`config.mk`:
```
export PLATFORM = sky130hd
export DESIGN_NAME = conv_seq_ctrl
export DESIGN_NICKNAME = d
export VERILOG_FILES = /design/src/rtl/conv_pkg.sv /design/src/rtl/conv_beat_counter.sv /design/src/rtl/conv_seq_ctrl.sv
export SDC_FILE = /design/constraint.sdc
export NUM_CORES = 1
export LEC_CHECK = 0
export ABC_CLOCK_PERIOD_IN_PS = 3500
export BUFFER_PORTS_ARGS = -buffer_cell sky130_fd_sc_hd__buf_2
export CORE_MARGIN = 3
export CORE_UTILIZATION = 30
export DETAILED_ROUTE_END_ITERATION = 10
export PLACE_DENSITY = 0.63
export SETUP_SLACK_MARGIN = 0.1
export SYNTH_ARGS = -nofsm -noshare
export SYNTH_HDL_FRONTEND = slang
export SYNTH_SLANG_ARGS = --single-unit
```
`constraint.sdc`:
```
create_clock -name clk -period 3.5 [get_ports clk]
set_input_delay 0.175 -clock clk [delete_from_list [all_inputs] [get_ports clk]]
set_output_delay 0.175 -clock clk [all_outputs]
set_load 0.05 [all_outputs]
```
`src/rtl/conv_pkg.sv`:
```
`default_nettype none
// ============================================================================
//  Module      : conv_pkg
//  Description : Shared definitions for the convolution sequencing controller:
//                FSM state encoding plus the default weight-load length and
//                drain idle timeout used by conv_seq_ctrl.
//  Revision    : 1.0 - initial release
// ============================================================================
package conv_pkg;

    typedef enum logic [2:0] {
        ST_IDLE   = 3'd0,
        ST_LOAD_W = 3'd1,
        ST_STREAM = 3'd2,
        ST_DRAIN  = 3'd3,
        ST_DONE   = 3'd4
    } conv_state_t;

    // Cycles wr_weight_en is held while the datapath captures the kernel
    localparam int c_WLOAD_CYCLES  = 2;
    // Idle cycles tolerated in DRAIN before the job is declared timed out
    localparam int c_DRAIN_TIMEOUT = 200;
    // Width of the drain idle counter (DRAIN_TIMEOUT must fit in it)
    localparam int c_DRAIN_CNT_W   = 8;

endpackage
`default_nettype wire

```
`src/rtl/conv_beat_counter.sv`:
```
`default_nettype none
// ============================================================================
//  Module      : conv_beat_counter
//  Description : Saturating beat counter with synchronous clear.
//                clear has priority over enable; the count sticks at all-ones.
//  Ports       : clk, rstn     - clock, asynchronous active-low reset
//                i_clr         - synchronous clear to zero
//                i_en          - count one beat
//                o_count       - current count (registered)
//  Revision    : 1.0 - initial release
// ============================================================================
module conv_beat_counter #(
    parameter int WIDTH = 5
) (
    input  logic             clk,
    input  logic             rstn,
    input  logic             i_clr,
    input  logic             i_en,
    output logic [WIDTH-1:0] o_count
);

    localparam logic [WIDTH-1:0] c_MAX = '1;

    logic [WIDTH-1:0] r_count;

    always_ff @(posedge clk or negedge rstn) begin
        if (!rstn) begin
            r_count <= '0;
        end else if (i_clr) begin
            r_count <= '0;
        end else if (i_en && (r_count != c_MAX)) begin
            r_count <= r_count + 1'b1;
        end
    end

    assign o_count = r_count;

endmodule
`default_nettype wire

```
`src/rtl/conv_seq_ctrl.sv`:
```
`default_nettype none
// ============================================================================
//  Module      : conv_seq_ctrl
//  Description : Job sequencer for a convolution datapath. On start it loads
//                the kernel weights, forwards N host windows to the datapath
//                with zero latency, then waits for N output beats (with an
//                idle timeout) before pulsing done.
//  Ports       : clk, rstn                 - clock, async active-low reset
//                start, abort              - job request / cancel
//                cfg_weights, cfg_num_windows - job configuration (latched)
//                s_axis_*                  - host window stream (slave)
//                weight_array, wr_weight_en - weight load to datapath
//                fifoIn_axis_*             - window stream to datapath
//                fifoOut_axim_tvalid/tready - monitored datapath output
//                is_last                   - final window beat marker
//                busy, done, timeout_err   - job status
//                out_count                 - output beats seen this job
//  Revision    : 1.0 - initial release
// ============================================================================
module conv_seq_ctrl
    import conv_pkg::*;
#(
    parameter int WEIGHT_WIDTH  = 1,
    parameter int DATA_WIDTH    = 8,
    parameter int KERNEL_SIZE   = 2,
    parameter int ADDRESS_WIDTH = 5,
    parameter int WLOAD_CYCLES  = c_WLOAD_CYCLES,
    parameter int DRAIN_TIMEOUT = c_DRAIN_TIMEOUT
) (
    input  logic                                          clk,
    input  logic                                          rstn,
    input  logic                                          start,
    input  logic                                          abort,
    input  logic [WEIGHT_WIDTH*KERNEL_SIZE*KERNEL_SIZE-1:0] cfg_weights,
    input  logic [ADDRESS_WIDTH-1:0]                      cfg_num_windows,
    input  logic                                          s_axis_tvalid,
    input  logic [DATA_WIDTH*KERNEL_SIZE*KERNEL_SIZE-1:0]   s_axis_tdata,
    output logic                                          s_axis_tready,
    output logic [WEIGHT_WIDTH*KERNEL_SIZE*KERNEL_SIZE-1:0] weight_array,
    output logic                                          wr_weight_en,
    output logic                                          fifoIn_axis_tvalid,
    output logic [DATA_WIDTH*KERNEL_SIZE*KERNEL_SIZE-1:0]   fifoIn_axis_tdata,
    input  logic                                          fifoIn_axis_tready,
    input  logic                                          fifoOut_axim_tvalid,
    input  logic                                          fifoOut_axim_tready,
    output logic                                          is_last,
    output logic                                          busy,
    output logic                                          done,
    output logic                                          timeout_err,
    output logic [ADDRESS_WIDTH-1:0]                      out_count
);

    localparam int c_WVEC_W = WEIGHT_WIDTH * KERNEL_SIZE * KERNEL_SIZE;
    localparam int c_WL_W   = (WLOAD_CYCLES > 1) ? $clog2(WLOAD_CYCLES) : 1;
    localparam logic [c_WL_W-1:0]        c_WL_LAST    = c_WL_W'(WLOAD_CYCLES - 1);
    localparam logic [c_DRAIN_CNT_W-1:0] c_DRAIN_LAST = c_DRAIN_CNT_W'(DRAIN_TIMEOUT - 1);

    conv_state_t                r_state;
    logic [c_WVEC_W-1:0]        r_weights;
    logic [ADDRESS_WIDTH-1:0]   r_num_windows;
    logic [c_WL_W-1:0]          r_wload_cnt;
    logic [c_DRAIN_CNT_W-1:0]   r_drain_cnt;
    logic                       r_timeout_err;

    logic                       w_streaming;
    logic                       w_start_job;
    logic                       w_in_beat;
    logic                       w_out_beat;
    logic [ADDRESS_WIDTH-1:0]   w_in_cnt;
    logic [ADDRESS_WIDTH-1:0]   w_out_cnt;

    // Stream gate: handshakes only pass while streaming. Data is a plain
    // wire-through since it is only meaningful alongside tvalid.
    assign w_streaming        = (r_state == ST_STREAM);
    assign fifoIn_axis_tvalid = w_streaming & s_axis_tvalid;
    assign s_axis_tready      = w_streaming & fifoIn_axis_tready;
    assign fifoIn_axis_tdata  = s_axis_tdata;

    // Abort also suppresses a start seen in the same cycle
    assign w_start_job = (r_state == ST_IDLE) & start & ~abort;
    assign w_in_beat   = fifoIn_axis_tvalid & fifoIn_axis_tready;
    assign w_out_beat  = fifoOut_axim_tvalid & fifoOut_axim_tready &
                         ((r_state == ST_STREAM) | (r_state == ST_DRAIN));

    // N is at least 1 whenever STREAM is reached, so N-1 never wraps here
    assign is_last = fifoIn_axis_tvalid & (w_in_cnt == (r_num_windows - 1'b1));

    conv_beat_counter #(.WIDTH(ADDRESS_WIDTH)) u_in_cnt (
        .clk     (clk),
        .rstn    (rstn),
        .i_clr   (w_start_job),
        .i_en    (w_in_beat),
        .o_count (w_in_cnt)
    );

    conv_beat_counter #(.WIDTH(ADDRESS_WIDTH)) u_out_cnt (
        .clk     (clk),
        .rstn    (rstn),
        .i_clr   (w_start_job),
        .i_en    (w_out_beat),
        .o_count (w_out_cnt)
    );

    always_ff @(posedge clk or negedge rstn) begin
        if (!rstn) begin
            r_state       <= ST_IDLE;
            r_weights     <= '0;
            r_num_windows <= '0;
            r_wload_cnt   <= '0;
            r_drain_cnt   <= '0;
            r_timeout_err <= 1'b0;
        end else if (abort) begin
            r_state <= ST_IDLE;
        end else begin
            case (r_state)
                ST_IDLE: begin
                    if (start) begin
                        r_weights     <= cfg_weights;
                        r_num_windows <= cfg_num_windows;
                        r_wload_cnt   <= '0;
                        r_drain_cnt   <= '0;
                        r_timeout_err <= 1'b0;
                        r_state       <= ST_LOAD_W;
                    end
                end
                ST_LOAD_W: begin
                    if (r_wload_cnt == c_WL_LAST) begin
                        r_state <= (r_num_windows == '0) ? ST_DONE : ST_STREAM;
                    end else begin
                        r_wload_cnt <= r_wload_cnt + 1'b1;
                    end
                end
                ST_STREAM: begin
                    if (w_in_beat && is_last) begin
                        r_drain_cnt <= '0;
                        r_state     <= ST_DRAIN;
                    end
                end
                ST_DRAIN: begin
                    // Output count may already be complete on entry, in which
                    // case DRAIN lasts a single cycle.
                    if (w_out_cnt == r_num_windows) begin
                        r_state <= ST_DONE;
                    end else if (w_out_beat) begin
                        r_drain_cnt <= '0;
                    end else if (r_drain_cnt == c_DRAIN_LAST) begin
                        r_timeout_err <= 1'b1;
                        r_state       <= ST_DONE;
                    end else begin
                        r_drain_cnt <= r_drain_cnt + 1'b1;
                    end
                end
                ST_DONE: begin
                    r_state <= ST_IDLE;
                end
                default: begin
                    r_state <= ST_IDLE;
                end
            endcase
        end
    end

    assign weight_array = r_weights;
    assign wr_weight_en = (r_state == ST_LOAD_W);
    assign busy         = (r_state != ST_IDLE);
    assign done         = (r_state == ST_DONE);
    assign timeout_err  = r_timeout_err;
    assign out_count    = w_out_cnt;

endmodule
`default_nettype wire

```
After elaboration in Yosys (flattened, before gate mapping)
Cells that the tools add are included.

word-level totals
  register bits after elaboration = 32
  bits in latches = 0
  bits in writable memories = 0
  memory bits (read-only) = 0
  input bits = 49
  output and inout port bits = 48
  logic and storage cells = 85
  memories kept = 0

operators by class
  add/subtract/negate cells = 5
  multipliers = 0
  divide/modulo/power cells = 0
  $lt $le $gt $ge = 0
  equality and inequality tests = 20
  shifts and indexed selects = 0
  mux-type cells = 26
  bitwise gates (word level) = 10
  reduce and logical (&&, ||, !) cells = 16

operator list
  kind                                                                 count
  8-bit 2-to-1 mux                                                     5
  3-bit 2-to-1 mux                                                     8
  8-bit one-hot mux with 3 select lines                                1
  5-bit 2-to-1 mux                                                     4
  3-bit one-hot mux with 4 select lines                                1
  6-bit AND reduction                                                  2
  5-bit by 1-bit adder with 5-bit output (second input constant)       2
  5-bit == test                                                        2
  5-bit != test (second input constant)                                2
  3-bit by 2-bit != test with 1-bit output (second input constant)     3
  8-bit by 1-bit adder with 8-bit output (second input constant)       1
  1-bit AND                                                            8
  8-bit == test (second input constant)                                1
  2-bit nonzero test                                                   4
  3-bit by 2-bit == test with 1-bit output (second input constant)     2
  2-bit != test (second input constant)                                3
  3-bit AND reduction                                                  2
  3-bit nonzero test                                                   2
  5-bit zero test                                                      1
  1-bit 2-to-1 mux                                                     5
  5-bit AND reduction                                                  1
  5-bit by 1-bit subtractor with 5-bit output (second input constant)  1
  2-bit by 1-bit != test with 1-bit output (second input constant)     2
  4-bit by 2-bit != test with 1-bit output (second input constant)     1
  10 further kinds                                                     13

Longest topological paths before layout
  depth in word-level cells = 7
  depth in mapped cells = 9
  mapped depth without buffers = 8

Modules after synthesis
From an unflattened synthesis, not the netlist that was laid out.

unflattened totals
  cells, all modules = 225
  area, all modules = 2218.4 um^2

modules (own cells, without submodules)
  module             instances  cells each  area an instance (um^2)  sequential area each (um^2)
  conv_seq_ctrl      1          179         1720.4                   550.5
  conv_beat_counter  2          23          249.0                    125.1

Worst setup path after synthesis
Ideal clock, no wire load.

  path kind = flip-flop to flip-flop
  from = register u_out_cnt.r_count[0], in the netlist u_out_cnt.o_count[0]
  to = register u_out_cnt.r_count[3], in the netlist u_out_cnt.o_count[3]
  setup time = 0.132 ns
  arrival = 2.079 ns
  data required time = 3.368 ns
  slack = 1.289 ns
  cell stages (with the launch flop) = 8
  path buffers = 0
  period minus slack after synthesis = 2.211 ns
  cell sequence = dfrtp_1 ha_1 and3_1 ha_1 nor3b_1 nand4_1 xor2_1 nor2_1

on the way
  longest elaborated chain between the ends = 3
  elaborated cells on any way between the ends = 6
  classes of those cells = add/sub: 1; eq/ne: 1; mux: 2; reduce/logical: 2

RTL lines
  element                                                                  RTL line                                          RTL
  from (decl)                                                              conv_beat_counter.sv:24                           logic [WIDTH-1:0] r_count;
  from (signal assigned)                                                   conv_beat_counter.sv:32                           r_count <= r_count + 1'b1;
  5-bit by 1-bit adder with 5-bit output or 5-bit != test (tied branches)  conv_beat_counter.sv:32, conv_beat_counter.sv:31
  5-bit 2-to-1 mux or 1-bit logical AND (tied branches)                    conv_beat_counter.sv:31                           end else if (i_en && (r_count != c_MAX)) begin
  5-bit 2-to-1 mux or 2-bit nonzero test (tied branches)                   -

Several ways; a longest one is shown, not always the timed one. The select of a mux whose other input is x is not followed.
A chain may end at the register's enable or synchronous reset.

Final worst setup path
  from = register r_num_windows[0]
  to = register r_drain_cnt[5]

on the way
  longest elaborated chain between the ends = 6
  elaborated cells on any way between the ends = 8
  classes of those cells = add/sub: 1; eq/ne: 4; bitwise: 1; reduce/logical: 2

RTL lines
  element                                             RTL line              RTL
  from (decl)                                         conv_seq_ctrl.sv:60   logic [ADDRESS_WIDTH-1:0] r_num_windows;
  from (signal assigned)                              conv_seq_ctrl.sv:119  r_num_windows <= cfg_num_windows;
  5-bit by 1-bit subtractor with 5-bit output         conv_seq_ctrl.sv:86   assign is_last = fifoIn_axis_tvalid & (w_in_cnt == (r_num_windows - 1'b1));
  5-bit == test                                       conv_seq_ctrl.sv:86
  1-bit AND                                           conv_seq_ctrl.sv:86
  1-bit logical AND                                   conv_seq_ctrl.sv:134  if (w_in_beat && is_last) begin
  2-bit by 1-bit != test with 1-bit output (no line)  -
  6-bit AND reduction (no line) *                     -
  to (signal assigned)                                conv_seq_ctrl.sv:150  r_drain_cnt <= r_drain_cnt + 1'b1;
  to (decl)                                           conv_seq_ctrl.sv:62   logic [c_DRAIN_CNT_W-1:0] r_drain_cnt;

Mark *: on every way between the ends. The rest lies on a longest branch, timed or not.

==> results.yml <==
run_status:
  run_status: "complete, no violations"
synth:
  ys_ff_latch: 32
  synth_cell_types: 46
  syn_avg_cell_area_sq_um: 9.078
  async_flop_share_pct: 100.0
  synth_top_area_cell: "dfrtp_1"
  synth-main-ff-cell: "dfrtp_1"
  yosysWarnings: 0
  synth_area_sq_mm: 0.002061
  ys_top_cells_by_area: "dfrtp_1 (39%), buf_4 (12%), nand2_1 (6.7%)"
  netlist.area_leader.share_pct: 38.86
  ys_seq_area_share_pct: 38.86
  syn_inst: 227
  synth_edf_count: 0
  synth_nets: 282
placement:
  gp_congestion: 0.8029
  placed_area_sq_mm: 0.002056
  hpwlAfterDp_um: 3273
  io_buffers: 32
route:
  ant_nets: 0
  routed_wl_um: 4402
  route.detailed.wl_per_inst_um: 14.25
  drt_iter0_markers: 72
  route.detailed.drc: 0
  viasPerCell: 5.032
  routed-via-count: 1555
  dr.pass1.iters: 4
finish:
  final_cell_mix: "nand2_1 (37), buf_2 (32), dfrtp_1 (32)"
  drive_above_1_share_pct: 23.28
  multiInputGateArea_sq_um: 968.4
  nets: 286
  final_common_cell: "nand2_1"
  final_area_sq_mm: 0.002177
  syn_to_final_growth_pct: 5.647
  seqCellArea_sq_um: 800.8
  diodes: 0
  fillers: 655
global_route:
  grt_max_degree: 33
  grt-ovfl-total: 0
  grt_pass1_wl_um: 7452
  antenna_found_initial: 0
  grt_pass1_vias: 1541
  track_usage_pct: 12.06
setup_path:
  worst_path_largest_cell_delay_ns: 0.42
  slowest_stage: "dfrtp_1"
  cp_num_buf_inv: 1
  end_kind: "flop"
  start_kind: "flop"
  path_delay_family: "compound AO/OA/AOI/OAI gates"
  path_class: "reg -> reg"
  crit_required_ns: 3.68
  cp_max_fo: 7
  crit_chain: "inv_1, ha_1, xnor2_1, a211oi_2, o311ai_1, o22a_1, or2_1, a221o_1"
  crit_arrival_ns: 2.56
sta:
  post-route-period-util_pct: 68.14
  rsz0062_at_grt: "no"
  tightest_slew_ns: 0.7539
  max_freq_mhz: 419.3
  setup_tns_ns: 0
  finalHoldViolCount: 0
  fin_skew_ns: 0.01012
  maxSlewViolCount: 0
  finalSetupViolCount: 0
  slew_headroom_pct: 49.63
  period_needed_ns: 2.385
run:
  cap_violations: 0
worst_hold_path:
  min_path_type: "in -> reg"
clocking:
  cts_max_level: 2
  cts_tree: "done"
  root_buffer: "clkbuf_8"
  path_clk_slew_ns: 0.07
  postCtsHoldBufs: 1
  clk_latency_ns: 0.29
  cts_made_buffers: 5
  clock_sinks: 32
  cts_resized: 0
  clk_path_buf_depth: 2
  cts_setup_buffers: 0
floorplanning:
  dieArea_sq_mm: 0.007900
  floorplan.initialDensity_pct: 31.73
  placementRows: 29
  die_x_um: 88.88
  ios: 97
  chipHeight_um: 88.88
  core-area_sq_mm: 0.006495
pwr:
  cellLeakagePower_nw: 1.079
  p_per_area_mw_per_mm2: 620.7
  irDropWorstVdd_uv: 223.4
worst reg2reg max path, stage by stage, from the launching register on:
cell	delay (ns)
dfrtp_1	0.42
inv_1	0.08
ha_1	0.30
xnor2_1	0.14
a211oi_2	0.19
o311ai_1	0.17
o22a_1	0.27
or2_1	0.33
a221o_1	0.38
cells in the mapped netlist (5+ instances only):
cell      n
nor2_1   16
buf_4    32
dfrtp_1  32
nor3b_1   5
ha_1      6
xnor2_1   8
o21ai_0   5
inv_1     6
nand2_1  37
and3_1    7
a21oi_1   5
xor2_1    9
power by group:
group | total, mW | internal (mW) | switching (mW)
clock network | 0.358 | 0.211 | 0.148
logic | 0.483 | 0.170 | 0.313
registers | 0.510 | 0.432 | 0.0780
area by class of cell:
type / instances / area share [%]
clock buffer: 5 / 3.161
multi-input combinational: 152 / 44.48
inverter: 6 / 1.034
tap: 77 / 4.425
clock inverter: 3 / 1.954
sequential: 32 / 36.78
timing repair buffer: 34 / 8.161
cell families (layout without fill, tap and decap cells):
group | count (synthesis) | in the layout | synth area share, %
DFF | 32 | 32 | 38.86
muxes | 1 | 1 | 0.5464
xor gates and xnor gates | 17 | 17 | 7.226
buffers and inverters | 43 | 48 | 14.39
and+or+nand+nor | 99 | 99 | 24.71
AOI/OAI and AO/OA | 29 | 29 | 10.63
adders and majority gates | 6 | 6 | 3.643
through the flow:
stage | setup WS, ns | std cells | hold WS (ns) | util (%) | power, mW
floorplan | 1.289 | 227 | -0.1206 | - | 0.9924
global placement | 1.217 | 300 | 0.2760 | 31.65 | 0.9956
detailed placement | 1.128 | 300 | 0.2878 | 31.65 | 1.003
CTS | 1.113 | 309 | 0.06108 | 33.52 | 1.371
global route | 0.9555 | 309 | 0.06905 | 33.52 | 1.443
finish | 1.115 | 309 | 0.06458 | 33.52 | 1.351
sequential cells by signal, indices dropped and copies added (netlist names):
register           cells
r_wload_cnt            1
timeout_err            1
u_in_cnt.o_count       5
r_drain_cnt            8
r_state                3
u_out_cnt.o_count      5
weight_array           4
r_num_windows          5
worst paths after layout:
kind	startpoint	end	slack [ns]	cells past startpoint
max reg2reg	r_num_windows[0]	r_drain_cnt[5]	1.12	8
min	cfg_weights[3]	weight_array[3]	0.06	3
min reg2reg	weight_array[3]	weight_array[3]	0.47	2
max	r_num_windows[0]	r_drain_cnt[5]	1.12	8
min in group asynchronous	rstn	r_drain_cnt[6]	0.47	2
max in group asynchronous	rstn	timeout_err	2.55	2
per-layer routing:
layer / routed length [um] / global-route usage (%) / vias to the layer above
met5: 0 / 0 / -
met4: 70 / 4.258 / 0
met3: 292 / 3.631 / 10
met2: 1961 / 18.15 / 53
met1: 2078 / 16.39 / 741
li1: - / - / 751
Note: power is estimated with default switching activity, not from simulation.
